===== src/rtl/pulse_spacer.sv =====
// ----------------------------------------------------------------------------
// pulse_spacer
//   Fast-domain stage that sits in front of a toggle-based pulse synchronizer.
//   Single-cycle event strobes arrive on evt_in, possibly back-to-back. Each
//   one is added to a backlog counter. The block then re-emits the events as
//   single-cycle pulses spaced MIN_GAP clocks apart, so that every pulse
//   survives the toggle crossing into the slow domain. An event that arrives
//   while the backlog is full is dropped, and the drop is recorded in a sticky
//   flag.
//
// Parameters
//   MIN_GAP   clocks from one pulse_out assertion to the next (>= 1)
//   CNT_W     backlog counter width; capacity is 2**CNT_W - 1 events
//
// Ports
//   clk        in   1      fast-domain clock
//   rst_n      in   1      asynchronous active-low reset
//   evt_in     in   1      event strobe; each high cycle is one event
//   clr_ovf    in   1      clears the sticky ovf flag
//   pulse_out  out  1      registered single-cycle pulse to the synchronizer
//   pending    out  CNT_W  events accepted but not yet emitted
//   busy       out  1      backlog non-empty or gap timer running
//   ovf        out  1      sticky: an event was dropped on a full backlog
// ----------------------------------------------------------------------------
module pulse_spacer #(
    parameter int MIN_GAP = 8,
    parameter int CNT_W   = 4
) (
    input  logic             clk,
    input  logic             rst_n,
    input  logic             evt_in,
    input  logic             clr_ovf,
    output logic             pulse_out,
    output logic [CNT_W-1:0] pending,
    output logic             busy,
    output logic             ovf
);

    localparam int               GW         = $clog2(MIN_GAP + 1);
    localparam logic [GW-1:0]    GAP_RELOAD = GW'(MIN_GAP - 1);
    localparam logic [CNT_W-1:0] PMAX       = '1;

    typedef enum logic {
        IDLE = 1'b0,   // gap timer expired; a pulse may be issued
        GAP  = 1'b1    // gap timer running; pulses are held back
    } state_t;

    state_t           state_q, state_d;
    logic [GW-1:0]    gap_cnt_q;
    logic [CNT_W-1:0] pending_q;
    logic             pulse_q;
    logic             ovf_q;

    logic fire;
    logic drop;
    logic inc;

    // ------------------------------------------------------------------
    // State register
    // ------------------------------------------------------------------
    // NOTE: clocked state is assigned with <= so every register samples the
    // pre-edge values of its neighbours; a blocking = here would let one
    // register see another's already-updated value and break the arithmetic.
    always_ff @(posedge clk or negedge rst_n) begin
        if (!rst_n) begin
            state_q <= IDLE;
        end else begin
            state_q <= state_d;
        end
    end

    // ------------------------------------------------------------------
    // Next-state logic
    //   IDLE -> GAP on a pulse, unless the gap is a single cycle (then the
    //   block can fire again on the very next edge and never waits).
    //   GAP -> IDLE on the edge where the gap timer reaches zero.
    // ------------------------------------------------------------------
    // NOTE: state_d gets a default before the case so every path assigns it;
    // a missing assignment in combinational logic would infer a latch.
    always_comb begin
        state_d = state_q;
        unique case (state_q)
            IDLE: if (fire && (MIN_GAP > 1)) state_d = GAP;
            GAP:  if (gap_cnt_q == GW'(1))   state_d = IDLE;
            default: state_d = IDLE;
        endcase
    end

    // ------------------------------------------------------------------
    // Output / control decode (all from registered values)
    //   A drop happens only when the backlog is full and nothing leaves
    //   this cycle; if a pulse fires, the slot it frees takes the new event.
    // ------------------------------------------------------------------
    always_comb begin
        fire = (state_q == IDLE) && (pending_q != '0);
        drop = evt_in && (pending_q == PMAX) && !fire;
        inc  = evt_in && !drop;
        busy = (pending_q != '0) || (gap_cnt_q != '0);
    end

    // ------------------------------------------------------------------
    // Datapath: pulse register, gap timer, backlog counter, sticky flag
    // ------------------------------------------------------------------
    // NOTE: every register here is a plain flop, so all of them take the
    // asynchronous reset; a mid-backlog reset discards queued events at once.
    always_ff @(posedge clk or negedge rst_n) begin
        if (!rst_n) begin
            pulse_q   <= 1'b0;
            gap_cnt_q <= '0;
            pending_q <= '0;
            ovf_q     <= 1'b0;
        end else begin
            pulse_q <= fire;

            if (fire) begin
                gap_cnt_q <= GAP_RELOAD;
            end else if (gap_cnt_q != '0) begin
                gap_cnt_q <= gap_cnt_q - GW'(1);
            end

            // inc and fire together leave the count unchanged
            if (inc && !fire) begin
                pending_q <= pending_q + CNT_W'(1);
            end else if (fire && !inc) begin
                pending_q <= pending_q - CNT_W'(1);
            end

            // a drop in the same cycle as a clear keeps the flag set
            if (drop) begin
                ovf_q <= 1'b1;
            end else if (clr_ovf) begin
                ovf_q <= 1'b0;
            end
        end
    end

    assign pulse_out = pulse_q;
    assign pending   = pending_q;
    assign ovf       = ovf_q;

endmodule


===== config.mk =====
export PLATFORM = sky130hd
export DESIGN_NAME = pulse_spacer
export DESIGN_NICKNAME = d
export VERILOG_FILES = /design/src/rtl/pulse_spacer.sv
export SDC_FILE = /design/constraint.sdc
export NUM_CORES = 1
export LEC_CHECK = 0
export CORE_UTILIZATION = 40
export DETAILED_ROUTE_END_ITERATION = 8
export DONT_BUFFER_PORTS = 1
export PLACE_DENSITY = 0.67
export SLEW_MARGIN = 10
export SYNTH_ARGS = -nofsm -noshare
export SYNTH_HDL_FRONTEND = slang
export SYNTH_SLANG_ARGS = --single-unit

===== constraint.sdc =====
create_clock -name clk -period 2.7 [get_ports clk]
set_clock_uncertainty 0.15 [all_clocks]
set_input_delay 0.405 -clock clk [delete_from_list [all_inputs] [get_ports clk]]
set_output_delay 0.405 -clock clk [all_outputs]
set_load 0.02 [all_outputs]

# Yosys cells after proc, flatten, opt, wreduce, memory -nomap -nowiden
# Cells that the tools add are included.
[totals]
register_bits = 11
latchBits = 0
mem_bits_rw = 0
mem_bits_ro = 0
out_inout_bits = 7
elab_cells = 35
n_memories = 0
[classes]
addsub = 3
n_mul = 0
div = 0
magnitude_cmp = 0
eq_ne = 2
n_shift = 0
muxes = 9
n_bitwise = 1
n_reduce_logical = 15
[op_table]
columns = ["operator", "n"]
rows = [
  ["4-bit 2-to-1 mux", 4],
  ["4-bit nonzero test", 2],
  ["4-bit by 1-bit subtractor with 4-bit output (second input constant)", 2],
  ["1-bit logical AND", 6],
  ["2-bit nonzero test", 3],
  ["4-bit by 1-bit adder with 4-bit output (second input constant)", 1],
  ["4-bit by 1-bit equality test with 1-bit output (second input constant)", 1],
  ["4-bit equality test (second input constant)", 1],
  ["1-bit 2-to-1 mux", 4],
  ["1-bit logical NOT", 3],
  ["1-bit case mux with 2 select lines", 1],
  ["1-bit logical OR", 1],
  ["1-bit NOT", 1],
]

# Logic depth before layout (Yosys ltp)
# Gate-level depths: netlist of run 1.
[logic_depth]
ltp_word = 10
ltp_mapped = 9
mapped_depth_nobuf = 9

# Least setup slack after synthesis of run 1
# No wires, ideal clock.
[synth_path]
path_kind = "reg-to-reg"
startpoint = "register pending_q[0] (netlist: pending[0])"
endpoint = "register pending_q[3] (netlist: pending[3])"
setup_ps = 129
arrival_time_ps = 2328
slack_ps = 94
stages_incl_launch_ff = 10
path_cell_list = "dfrtp_1 -> nor4_4 -> nor2_2 -> inv_2 -> ha_1 -> inv_1 -> ha_1 -> or4_4 -> o211ai_2 -> o211ai_2"
[synth_via]
elab_chain_len = 9
elab_cells_between_ends = 16
[synth_lines]
columns = ["element", "line", "source"]
rows = [
  ["from (decl)", "50", "logic [CNT_W-1:0] pending_q;"],
  ["from (signal assigned)", "123", "pending_q <= pending_q + CNT_W'(1);"],
  ["from (signal assigned)", "125", "pending_q <= pending_q - CNT_W'(1);"],
  ["4-bit nonzero test *", "95", "fire = (state_q == IDLE) && (pending_q != '0);"],
  ["1-bit logical AND *", "95", ""],
  ["via fire", "54", "logic fire;"],
  ["1-bit logical NOT", "96, 122", ""],
  ["1-bit logical AND", "96", "drop = evt_in && (pending_q == PMAX) && !fire;"],
  ["1-bit logical NOT", "97", "inc = evt_in && !drop;"],
  ["1-bit logical AND", "97", ""],
  ["1-bit logical NOT", "124", "end else if (fire && !inc) begin"],
  ["1-bit logical AND", "124", ""],
  ["2-bit nonzero test (no source line)", "--", ""],
]
# Mark *: on every way through the listed nets, which the timed path passes. The rest lies on a longest branch. The select of a mux whose other input is x is not followed.
# A chain may end at the register's enable or synchronous reset.

# Final worst setup path of run 1
[layout_path]
startpoint = "register pending_q[1] (netlist: pending[1])"
endpoint = "register pending_q[3] (netlist: pending[3])"
[layout_via]
elab_chain_len = 9
elab_cells_between_ends = 16
[layout_lines]
columns = ["element", "line"]
rows = [
  ["4-bit nonzero test", "95"],
  ["1-bit logical AND", "95"],
  ["1-bit logical NOT", "96, 122"],
  ["1-bit logical AND", "96"],
  ["1-bit logical NOT", "97"],
  ["1-bit logical AND", "97"],
  ["1-bit logical NOT", "124"],
  ["1-bit logical AND", "124"],
  ["2-bit nonzero test (no source line)", "--"],
]
# Several ways; a longest one is shown, not always the timed one. The select of a mux whose other input is x is not followed.

==> results of run 1 <==
critical path, cell delays in order, from the launching register on:
cell                       delay, ps
sky130_fd_sc_hd__dfrtp_1         500
sky130_fd_sc_hd__nand2_1         120
sky130_fd_sc_hd__o31a_1          290
sky130_fd_sc_hd__ha_1            200
sky130_fd_sc_hd__inv_1           140
sky130_fd_sc_hd__ha_1            310
sky130_fd_sc_hd__or4_4           500
sky130_fd_sc_hd__o211ai_2         90
sky130_fd_sc_hd__o211ai_2         90
power groups by stage:
stage	registers, uW	clock network [uW]	logic (uW)
after CTS	351	117	574
final	349	113	569
after global placement	349	0	553
after detailed placement	354	0	568
after global routing	364	124	641
after floorplan	388	0	388
routing by layer:
metal  vias to the layer above  GRT usage (%)
met2                        13          24.18
met4                         0          9.375
li1                        251              -
met3                         4          5.417
met5                         -              0
met1                       208          19.37
worst max-delay path by stage:
stage | startpoint | cells past startpoint | endpoint | slack [ps]
floorplan | pending[0]$_DFFE_PN0P_ | 9 | pending[3]$_DFFE_PN0P_ | 90
global placement | pending[2]$_DFFE_PN0P_ | 9 | pending[3]$_DFFE_PN0P_ | 260
detailed placement | pending[1]$_DFFE_PN0P_ | 8 | pending[3]$_DFFE_PN0P_ | 190
CTS | pending[1]$_DFFE_PN0P_ | 8 | pending[3]$_DFFE_PN0P_ | 170
global route | pending[2]$_DFFE_PN0P_ | 9 | pending[3]$_DFFE_PN0P_ | 50
finish | pending[1]$_DFFE_PN0P_ | 8 | pending[3]$_DFFE_PN0P_ | 200
synth_stat cells:
library cell and number:
sky130_fd_sc_hd__nor3b_2 1, sky130_fd_sc_hd__nand2_1 7, sky130_fd_sc_hd__nor2_1 3, sky130_fd_sc_hd__a2111o_1 1
sky130_fd_sc_hd__nor4_4 1, sky130_fd_sc_hd__or2_1 1, sky130_fd_sc_hd__o31a_1 1, sky130_fd_sc_hd__o21ai_0 1
sky130_fd_sc_hd__inv_2 1, sky130_fd_sc_hd__o32ai_1 1, sky130_fd_sc_hd__mux2_2 1, sky130_fd_sc_hd__mux2i_1 3
sky130_fd_sc_hd__nor2b_1 1, sky130_fd_sc_hd__dfrtp_1 11, sky130_fd_sc_hd__or4_4 1, sky130_fd_sc_hd__nor3_1 2
sky130_fd_sc_hd__nand3b_1 2, sky130_fd_sc_hd__xnor2_1 3, sky130_fd_sc_hd__nand3_1 3, sky130_fd_sc_hd__a31oi_1 1
sky130_fd_sc_hd__a21oi_1 2, sky130_fd_sc_hd__fa_1 1, sky130_fd_sc_hd__nor2_2 1, sky130_fd_sc_hd__o211ai_2 2
sky130_fd_sc_hd__or3_1 1, sky130_fd_sc_hd__inv_1 4, sky130_fd_sc_hd__ha_1 6, sky130_fd_sc_hd__nand2b_1 2
sky130_fd_sc_hd__clkbuf_2 1
cell type report:
| class | count | area share [%] |
|---|---|---|
| multi-input cells | 49 | 50.64 |
| well taps | 16 | 2.548 |
| flip-flops and latches | 11 | 35.03 |
| inverters | 5 | 2.389 |
| clock buffers | 4 | 3.344 |
| repair buffers | 6 | 6.051 |
state kept, by name, indices dropped and copies added (netlist names):
name	cells
pending	4
ovf	1
state_q	1
pulse_out	1
gap_cnt_q	4
through the flow:
stage | cell area, um^2 | total power (uW) | instances | hold WS, ps | setup WS (ps)
after floorplan | 696.9 | 775.8 | 66 | -40.59 | 93.69
after global placement | 749.5 | 902.2 | 86 | -40.40 | 256.0
after detailed placement | 749.5 | 922.1 | 86 | -40.38 | 191.7
after CTS | 785.8 | 1041 | 91 | 65.01 | 172.6
after global routing | 785.8 | 1130 | 91 | 78.45 | 52.99
final | 785.8 | 1031 | 91 | 70.55 | 195.8
kinds of logic after synthesis:
logic type / count (synthesis) / share of synthesized area [%]
buffers and inverters: 6 / 3.409
DFF: 11 / 39.50
and+or+nand+nor: 26 / 22.98
xor gates and xnor gates: 3 / 3.771
AOI/OAI and AO/OA: 9 / 10.77
muxes: 4 / 5.925
adders and majority gates: 7 / 13.64
what timing repair did:
item	4_1_cts	5_1_grt
hold endpoints to repair	11	0
gates resized for setup	0	0
setup endpoints to repair	0	0
hold buffers	1	0
==> run summary, run 1 <==
The final weighted congestion of routability-driven global placement came out at 0.7610. Once detailed placement completed, the half-perimeter wirelength came to between 900 and 1000 um. The multi-input logic area came out at between 300 and 400 um^2. The worst setup path is launched from a flip-flop. The share of the cycle needed by the critical path after routing is between 90 and 100%. The proportion of total power due to net switching is between 40% and 50%. The total overflow left after global routing is 0.

The clock share of power came out at roughly 11%. The number of placement rows came out at 14. The portion of the post-synthesis area used by sequential elements is about two fifths. The kind of end point of the critical path is a flip-flop. The peak supply drop came out at about 0.55 mV. Entering global routing, the biggest net connects 12 pins. The clock-pin slew on the worst setup and hold paths is approximately 70 ps. The tool flagged a number of max-cap violations equal to 0. The post-synth net total is 77. The synthesized cell area came out at between 600 and 700 um^2. The maximum clock path buffer count is 2. The worst min-delay path class is input port to flip-flop. The number of cells on the worst reg-to-reg path came out at 8. The library cells used most frequently in the layout, excluding fill and tap cells, are sky130_fd_sc_hd__dfrtp_1 (11), sky130_fd_sc_hd__nand2_1 (7), sky130_fd_sc_hd__ha_1 (6).

The first-pass GRT wire length is ~2100 um. The net switching power is 462.8 uW. After detailed routing, the average wire length per cell comes to roughly 13 um. The endpoint identified for the worst register-to-register timing path is pending[3]$_DFFE_PN0P_. Setup repair after global routing left no endpoint under its margin. The max-slew violation count is 0. In this run the static leakage power is approximately 0.00034 uW. Dividing the detail-routed via count by the number of cells gives roughly 5.2. sky130_fd_sc_hd__dfrtp_1 takes more of the synthesized area than any other cell. The remaining max-slew budget at the tightest pin came out at approximately two thirds.

The part of the power in combinational logic is between 50% and 60%. The residual DRC count is 1. The most common cell after layout, fill and taps aside is sky130_fd_sc_hd__dfrtp_1. The detailed-route wire length on metal 1 is between 500 and 600 um. The endpoint required time on the critical path is about 2700 ps. The worst hold path cell count is 1.

The yosys synthesis warning count is 0. For the worst setup path, the data arrival time is around 2500 ps. The transition time at the pin with the least slew margin is between 400 and 500 ps. The total negative setup slack came out at 0 ps. The critical path start-end classification is flip-flop to flip-flop. The number of buffers inserted by post-CTS setup repair came out at 0.

The flow ran to the end, but the final reports show violations. Counting the fill cells in the layout gives between 100 and 150. In this run the number of H-tree levels came out at 1. Sequential cells burn between 30% and 40% of the power. The checks that failed: DRC. The number of iterations in the first detailed-routing pass came out at 8.

The x dimension of the die came out at 43.74 um. The fraction of post-synthesis cell area in the top cell type by area is roughly two fifths. The initial utilization of the core area, before any placement, comes to between 40% and 50%. Registers take 275.3 um^2. The initial antenna violation count is 0. The design internal power is 568.3 uW. The insertion delay to the later sink of the worst-skew pair is roughly 270 ps.

The top-level port count is 11. The die boundary height came out at between 40 and 50 um. The uppermost metal layer occupied by signal nets is met4. The CTS tree is yes.

Dividing total power by cell area gives a power density of roughly 1300 nW/um^2. The via count of the first global-routing pass is between 500 and 600. The post-route netlist has 21.33% of its cells at a drive strength greater than 1.

The final hold violation count came out at 0. The final layout net count is 87. Sorting the synthesized cells by area gives the leading types as sky130_fd_sc_hd__dfrtp_1 (39%), sky130_fd_sc_hd__ha_1 (11%), sky130_fd_sc_hd__mux2i_1 (4.3%). The register bit total from synthesis came out at 11. The mean instance size in the synthesized netlist came out at roughly 11 um^2. The critical-path maximum fanout is 6.

The tree is rooted in a sky130_fd_sc_hd__clkbuf_4. The repair_antennas step left the layout with diodes totalling 0. The total length of routed met2 wires came out at 541 um. The total wire length came out at between 1000 and 1500 um. The number of setup violations in the final report came out at 0. The register-to-register setup slack came out at approximately 200 ps. The total core area is between 1500 and 2000 um^2.

The remaining antenna violation count after routing came out at 0. The cell count after synthesis came out at 66. The end-of-flow core utilization is 50.40%. The number of buffers inserted during clock tree synthesis came out at 3. The worst path needs approximately 2500 ps of the cycle, external delays included. The overall routing resource usage is 15.89%. The growth of design area from synthesis to finish is 12.75%. In this run the most critical hold path is launched from clr_ovf.

The routed layout has about 480 vias. The die covers 1913 um^2. In the detailed route, the total length drawn on met3 is 54 um. In this run the critical register-to-register path is launched from pending[1]$_DFFE_PN0P_. The TritonCTS sink count came out at 11. The number of port buffers came out at 0. The peak clock frequency supported by timing is between 300 and 400 MHz. The number of different library cells in the post-synthesis netlist came out at 29. The hold-critical path endpoint is ovf$_DFFE_PN0P_. For this block, the initial DRC count from the detailed router was 8.
Power figures use the tool's default switching activity.
==> run 2, diff against run 1 <==
--- a/config.mk
+++ b/config.mk
@@ -5,9 +5,11 @@
 export SDC_FILE = /design/constraint.sdc
 export NUM_CORES = 1
 export LEC_CHECK = 0
+export CORE_MARGIN = 5
 export CORE_UTILIZATION = 40
 export DETAILED_ROUTE_END_ITERATION = 8
 export DONT_BUFFER_PORTS = 1
+export GPL_ROUTABILITY_DRIVEN = 0
 export PLACE_DENSITY = 0.67
 export SLEW_MARGIN = 10
 export SYNTH_ARGS = -nofsm -noshare
==> run 2 against run 1 <==
The run now ends clean. Via count grew 3.4%. Final area grew 0.16%. Highest routed layer is now met3. Critical path type unchanged. Hold slack lost 4.4 ps. Non-clock buffer count is the same. Sequential power is essentially flat. Setup slack lost 9.8 ps. Clock-buffer cell count is the same. Total power shrank 0.69%. Global-route usage shrank 4.9 points. Fmax shrank 0.39%. Combinational power shrank 0.9%. Register-to-register slack is essentially flat.
==> run summary, run 2 (synthesis results as in run 1) <==
The flow ran to the end, and the final reports show no timing, DRC or antenna violations. The first global-routing pass estimated roughly 2200 um of wire. The final cell count without fillers came out at 92. The max-slew violation count was 0.

Setup violations remaining at the end of the flow were counted as 0. After detailed routing, the total wire length is 1244 um. In this run the power density over the cells is ~1300 nW/um^2. Measured along the x axis, the die boundary spans about 52 um.

The die boundary height is ~52 um. The startpoint identified for the worst hold timing path is clr_ovf. In this run the critical register-to-register path is launched from pending[3]$_DFFE_PN0P_. The final hold violation count came out at 0.

In this run the worst setup path begins at pending[3]$_DFFE_PN0P_. The maximum clock path buffer count came out at 2. The top-level port count is 11. The final worst-path setup slack came out at between 150 and 200 ps.

The residual DRC count came out at 0. After routing, the total negative slack on setup checks comes to 0 ps. The tool flagged a number of max-cap violations equal to 0.

Entering global routing, the biggest net connects 12 pins. Derived from the worst setup path, the maximum achievable clock frequency is just under 400 MHz. The clock-pin slew on the worst setup and hold paths came out at about 70 ps.

Of the cells placed in the final design, the portion with a size suffix greater than 1 is 21.33%. The region available for standard cell placement spans 1689 um^2. Measured against its own limit, the worst slew margin works out to 65.97%. Across all hold checks on the routed design, the worst slack comes to roughly 66 ps. Global routing consumed, over all layers together, 11.02% of the routing resources.

TritonCTS built the clock tree. The critical path is of the flip-flop to flip-flop type. STA puts the critical path data required time at between 2000 and 3000 ps. The remaining antenna violation count after routing is 0. The clock root buffer master is sky130_fd_sc_hd__clkbuf_4. The total overflow left after global routing is 0. The number of placement rows came out at 15. The diode insertion count for antenna repair came out at 0. The number of buffers inserted by post-CTS setup repair is 0. Buffers inserted during clock tree synthesis total 3. The power after layout came out at around 1000 uW. The detailed router's first-iteration violation count came out at 2. The half-perimeter wire length of the detailed placement result came out at 1003 um.

The data arrival time of the critical path is around 2500 ps. IR analysis of the VDD net gives a maximum drop of around 0.55 mV. The library cells used most frequently in the layout, excluding fill and tap cells, are sky130_fd_sc_hd__dfrtp_1 (11), sky130_fd_sc_hd__nand2_1 (7), sky130_fd_sc_hd__ha_1 (6). The via count of the first global-routing pass came out at 476. At the pin with the least slew margin, the transition time is 508.8 ps.

The initial antenna violation count is 0. The vias per cell is 5.348. STA classifies the critical path startpoint as a flip-flop. The library cell used most frequently in the layout, excluding fill and tap cells, is sky130_fd_sc_hd__dfrtp_1. The worst setup path is captured at a flip-flop.

The count of filler cells inserted in the layout is approximately 160. The routed length per placed instance came out at 13.52 um. The share of the cycle needed by the critical path after routing is between 90% and 100%. The minimum setup slack after placement came out at between 150 and 200 ps. The growth of design area from synthesis to finish is 12.93%. The number of port buffers is 0. In this run the number of H-tree levels came out at 1. The final route contains 492 vias. The critical-path maximum fanout came out at 6.

The placed instance count came out at between 80 and 90. The TritonCTS sink count came out at 11. The die covers 2677 um^2. The leakage power is around 0.00034 uW. The initial standard-cell utilization of the core came out at 41.26%. Setup repair after global routing left no endpoint under its margin. The number of iterations in the first detailed-routing pass is 4.

The insertion delay to the later sink of the worst-skew pair came out at around 270 ps. The final layout net count came out at 87. The shortest period the worst path allows is 2514 ps. In this run the worst hold path is classified as input port to flip-flop.
[run 2: path summary, 6_finish.rpt]
| kind | cells past startpoint | to | slack (ps) |
|---|---|---|---|
| worst max-delay path | 9 | pending[3]$_DFFE_PN0P_ | 190 |
| worst min-delay path | 1 | ovf$_DFFE_PN0P_ | 70 |
| worst max register to register | 9 | pending[3]$_DFFE_PN0P_ | 190 |
| worst min register to register | 1 | state_q$_DFF_PN0_ | 390 |
| max in group asynchronous | 1 | gap_cnt_q[1]$_DFFE_PN0P_ | 1660 |
| min in group asynchronous | 1 | gap_cnt_q[0]$_DFFE_PN0P_ | 390 |
[run 2: routing by layer]
layer	vias up	global-route usage [%]	wire length, um	share of wire [%]
li1	256	-	-	-
met1	228	13.04	572	46
met2	8	17.16	582	47
met3	0	6.304	89	7.2
met4	0	2.620	0	0
met5	-	0	0	0
[run 2: cell type report]
class	count	area, um^2	share of cell area [%]
Sequential cell	11	275.3	34.98
Clock buffer	4	26.28	3.339
Timing Repair Buffer	6	47.55	6.041
Multi-Input combinational cell	49	397.9	50.56
Inverter	5	18.77	2.385
Tap cell	17	21.27	2.703
[run 2: critical path, cell delays in order, from the launching register on]
cell and delay (ps):
sky130_fd_sc_hd__dfrtp_1 480, sky130_fd_sc_hd__nor4_4 340, sky130_fd_sc_hd__nor2_2 100, sky130_fd_sc_hd__inv_2 80
sky130_fd_sc_hd__ha_1 150, sky130_fd_sc_hd__inv_1 90, sky130_fd_sc_hd__ha_1 350, sky130_fd_sc_hd__or4_4 500
sky130_fd_sc_hd__o211ai_2 90, sky130_fd_sc_hd__o211ai_2 80
[run 2: timing repair]
item	in CTS	in global routing
endpoints found under the setup margin	0	0
hold endpoints to repair	11	0
resized for setup	0	0
hold buffers	1	0
[run 2: stage by stage]
step           util (%)  area [um^2]
2_1_floorplan         -        696.9
3_3_place_gp      44.44        750.7
3_5_place_dp      44.44        750.7
4_1_cts           46.59        787.0
5_1_grt           46.59        787.0
6_report          46.59        787.0
[run 2: where the power goes]
part | total [uW] | switching [uW] | internal [uW]
clock network | 110 | 52.8 | 57.1
logic | 564 | 298 | 266
registers | 350 | 105 | 245
total | 1020 | 456 | 568
==> run 3, diff against run 2 <==
--- a/config.mk
+++ b/config.mk
@@ -5,12 +5,13 @@
 export SDC_FILE = /design/constraint.sdc
 export NUM_CORES = 1
 export LEC_CHECK = 0
+export CAP_MARGIN = 20
 export CORE_MARGIN = 5
 export CORE_UTILIZATION = 40
 export DETAILED_ROUTE_END_ITERATION = 8
 export DONT_BUFFER_PORTS = 1
 export GPL_ROUTABILITY_DRIVEN = 0
-export PLACE_DENSITY = 0.67
+export PLACE_DENSITY = 0.57
 export SLEW_MARGIN = 10
 export SYNTH_ARGS = -nofsm -noshare
 export SYNTH_HDL_FRONTEND = slang
==> run 3 against run 2 <==
Register-to-register slack barely moved. First-iteration DRC count rose by 100%. Final area up 0.16%. Setup slack about the same. Sequential power is 3% lower. Via count is 3.0% higher. Clock power barely moved. Critical endpoint unchanged.
==> run summary, run 3 (synthesis results as in run 1) <==
The total negative setup slack is 0 ps. After clock tree synthesis, the clock-pin slew on the worst setup and hold paths is ~80 ps. The final layout net count came out at a little under 90. After global routing the overflow that remains totals 0. Along the worst path, the maximum fanout reaches 5.

The clock reaches the later pin of the worst-skew pair after 270 ps. The die boundary height is 51.74 um. The depth of the CTS H-tree is 1. Power spread over the standard cell area amounts to roughly 1300 nW/um^2. The leakage power came out at 0.0003406 uW.

The share of the cycle needed by the critical path after routing came out at 93.12%. The worst setup path is captured at a flip-flop. The number of iterations in the first detailed-routing pass is 4. The run finished with clean final reports. The via count of the first global-routing pass is around 530.

The design area is between 700 and 800 um^2. The remaining max-slew budget at the tightest pin is between 60% and 70%. Setup repair after global routing left no endpoint under its margin. The placement-stage cell area came out at about 750 um^2.

The routed layout has between 500 and 600 vias. The largest net degree at the start of global routing is 12. The count of filler cells inserted in the layout is between 150 and 200. The multi-input logic area is approximately 400 um^2. Wires add up to between 1000 and 1500 um. The worst hold margin came out at approximately 80 ps. Row generation in the floorplan step produced 15 rows.

The initial antenna violation count came out at 0. Once detail routing completed, the nets flagged for antenna violations numbered 0. The routed length per placed instance came out at around 13 um. The number of buffers inserted during clock tree synthesis came out at 3. The initial standard-cell utilization of the core is approximately two fifths. The first-pass GRT wire length came out at 2242 um. After detailed routing, the number of vias per cell comes to ~5.5. Leaving out fill and tap cells, the most frequent cells in the layout are sky130_fd_sc_hd__dfrtp_1 (11), sky130_fd_sc_hd__nand2_1 (7), sky130_fd_sc_hd__ha_1 (6). The startpoint kind of the worst setup timing path is a flip-flop. The detailed router's first-iteration violation count is 4. The overall routing resource usage is 11.39%. The growth of design area from synthesis to finish is 13.11%. The x dimension of the die is around 52 um. The count of buffers added on input and output ports is 0. The max-slew violation count was 0. The tree is rooted in a sky130_fd_sc_hd__clkbuf_4. The diode insertion count for antenna repair came out at 0.

Counting along the longest clock path gives a buffer depth of 2. The TritonCTS sink count came out at 11. The peak supply drop came out at around 0.42 mV. At the pin with the least slew margin, the transition time is a little over 500 ps. The total area of sequential cells came out at approximately 280 um^2.

STA puts the critical path data arrival time at about 2500 ps. The residual DRC count is 0. The library cell used most frequently in the layout, excluding fill and tap cells, is sky130_fd_sc_hd__dfrtp_1. The final hold violation count is 0. By startpoint and endpoint, the worst setup path is classified as flip-flop to flip-flop.

The number of setup violations in the final report is 0. The max-cap check violation count is 0. The number of buffers inserted by post-CTS setup repair is 0.

The path class of the tightest hold or removal check is input port to flip-flop. The total core area is approximately 1700 um^2. The number of cells upsized or downsized after cts came out at 0. Timing would allow up to approximately 400 MHz. Of the cells placed in the final design, the portion with a size suffix greater than 1 is 22.67%. The endpoint required time on the critical path is around 2700 ps. The worst path needs 2514 ps of the cycle, external delays included. TritonCTS built the clock tree. The half-perimeter wire length of the detailed placement result is 1017 um. The top-level port count is 11. The total die area came out at between 2000 and 3000 um^2.
## run 3: timing repair
action / 4_1_cts / 5_1_grt
hold buffers: 1 / 0
hold endpoints to repair: 11 / 0
endpoints found under the setup margin: 0 / 0
## run 3: area by class of cell
class                   count  area share [%]
well taps                  17           2.698
inverters                   5           2.381
multi-input cells          49           50.48
repair buffers              6           6.032
clock inverters             1          0.6349
clock buffers               3           2.857
flip-flops and latches     11           34.92
## run 3: path summary, 6_finish.rpt
path | from | endpoint | slack (ps) | cells past startpoint
setup / recovery | pending[0]$_DFFE_PN0P_ | pending[3]$_DFFE_PN0P_ | 190 | 9
hold / removal | clr_ovf | ovf$_DFFE_PN0P_ | 80 | 1
setup reg to reg | pending[0]$_DFFE_PN0P_ | pending[3]$_DFFE_PN0P_ | 190 | 9
hold reg to reg | state_q$_DFF_PN0_ | pulse_out$_DFF_PN0_ | 390 | 1
max in group asynchronous | rst_n | ovf$_DFFE_PN0P_ | 1660 | 1
min in group asynchronous | rst_n | state_q$_DFF_PN0_ | 390 | 1
## run 3: critical path, cell delays in order (launching register included)
cell	delay, ps
sky130_fd_sc_hd__dfrtp_1	420
sky130_fd_sc_hd__nor4_4	340
sky130_fd_sc_hd__nor2_2	100
sky130_fd_sc_hd__inv_2	80
sky130_fd_sc_hd__ha_1	170
sky130_fd_sc_hd__inv_1	100
sky130_fd_sc_hd__ha_1	360
sky130_fd_sc_hd__or4_4	500
sky130_fd_sc_hd__o211ai_2	90
sky130_fd_sc_hd__o211ai_2	80
## run 3: where the power goes
group          total (uW)  switching (uW)  internal [uW]
sequential            338            93.1            245
combinational         579             312            267
clock                 111            56.8           54.7
total                1030             462            566
## run 3: metal layers
metal,track usage (%),vias to the layer above,wire (um)
li1,-,250,-
met1,14.13,248,596
met2,18.43,7,571
met3,3.725,2,49
met4,3.930,0,8
met5,0,-,0
## run 3: through the flow
step           util, %  std cells  total power, uW  setup WS [ps]
2_1_floorplan        -         66            775.8          93.69
3_3_place_gp     44.44         87            910.4          245.5
3_5_place_dp     44.44         87            924.2          188.6
4_1_cts          46.67         92             1041          170.3
5_1_grt          46.67         92             1139          20.28
6_report         46.67         92             1029          185.9
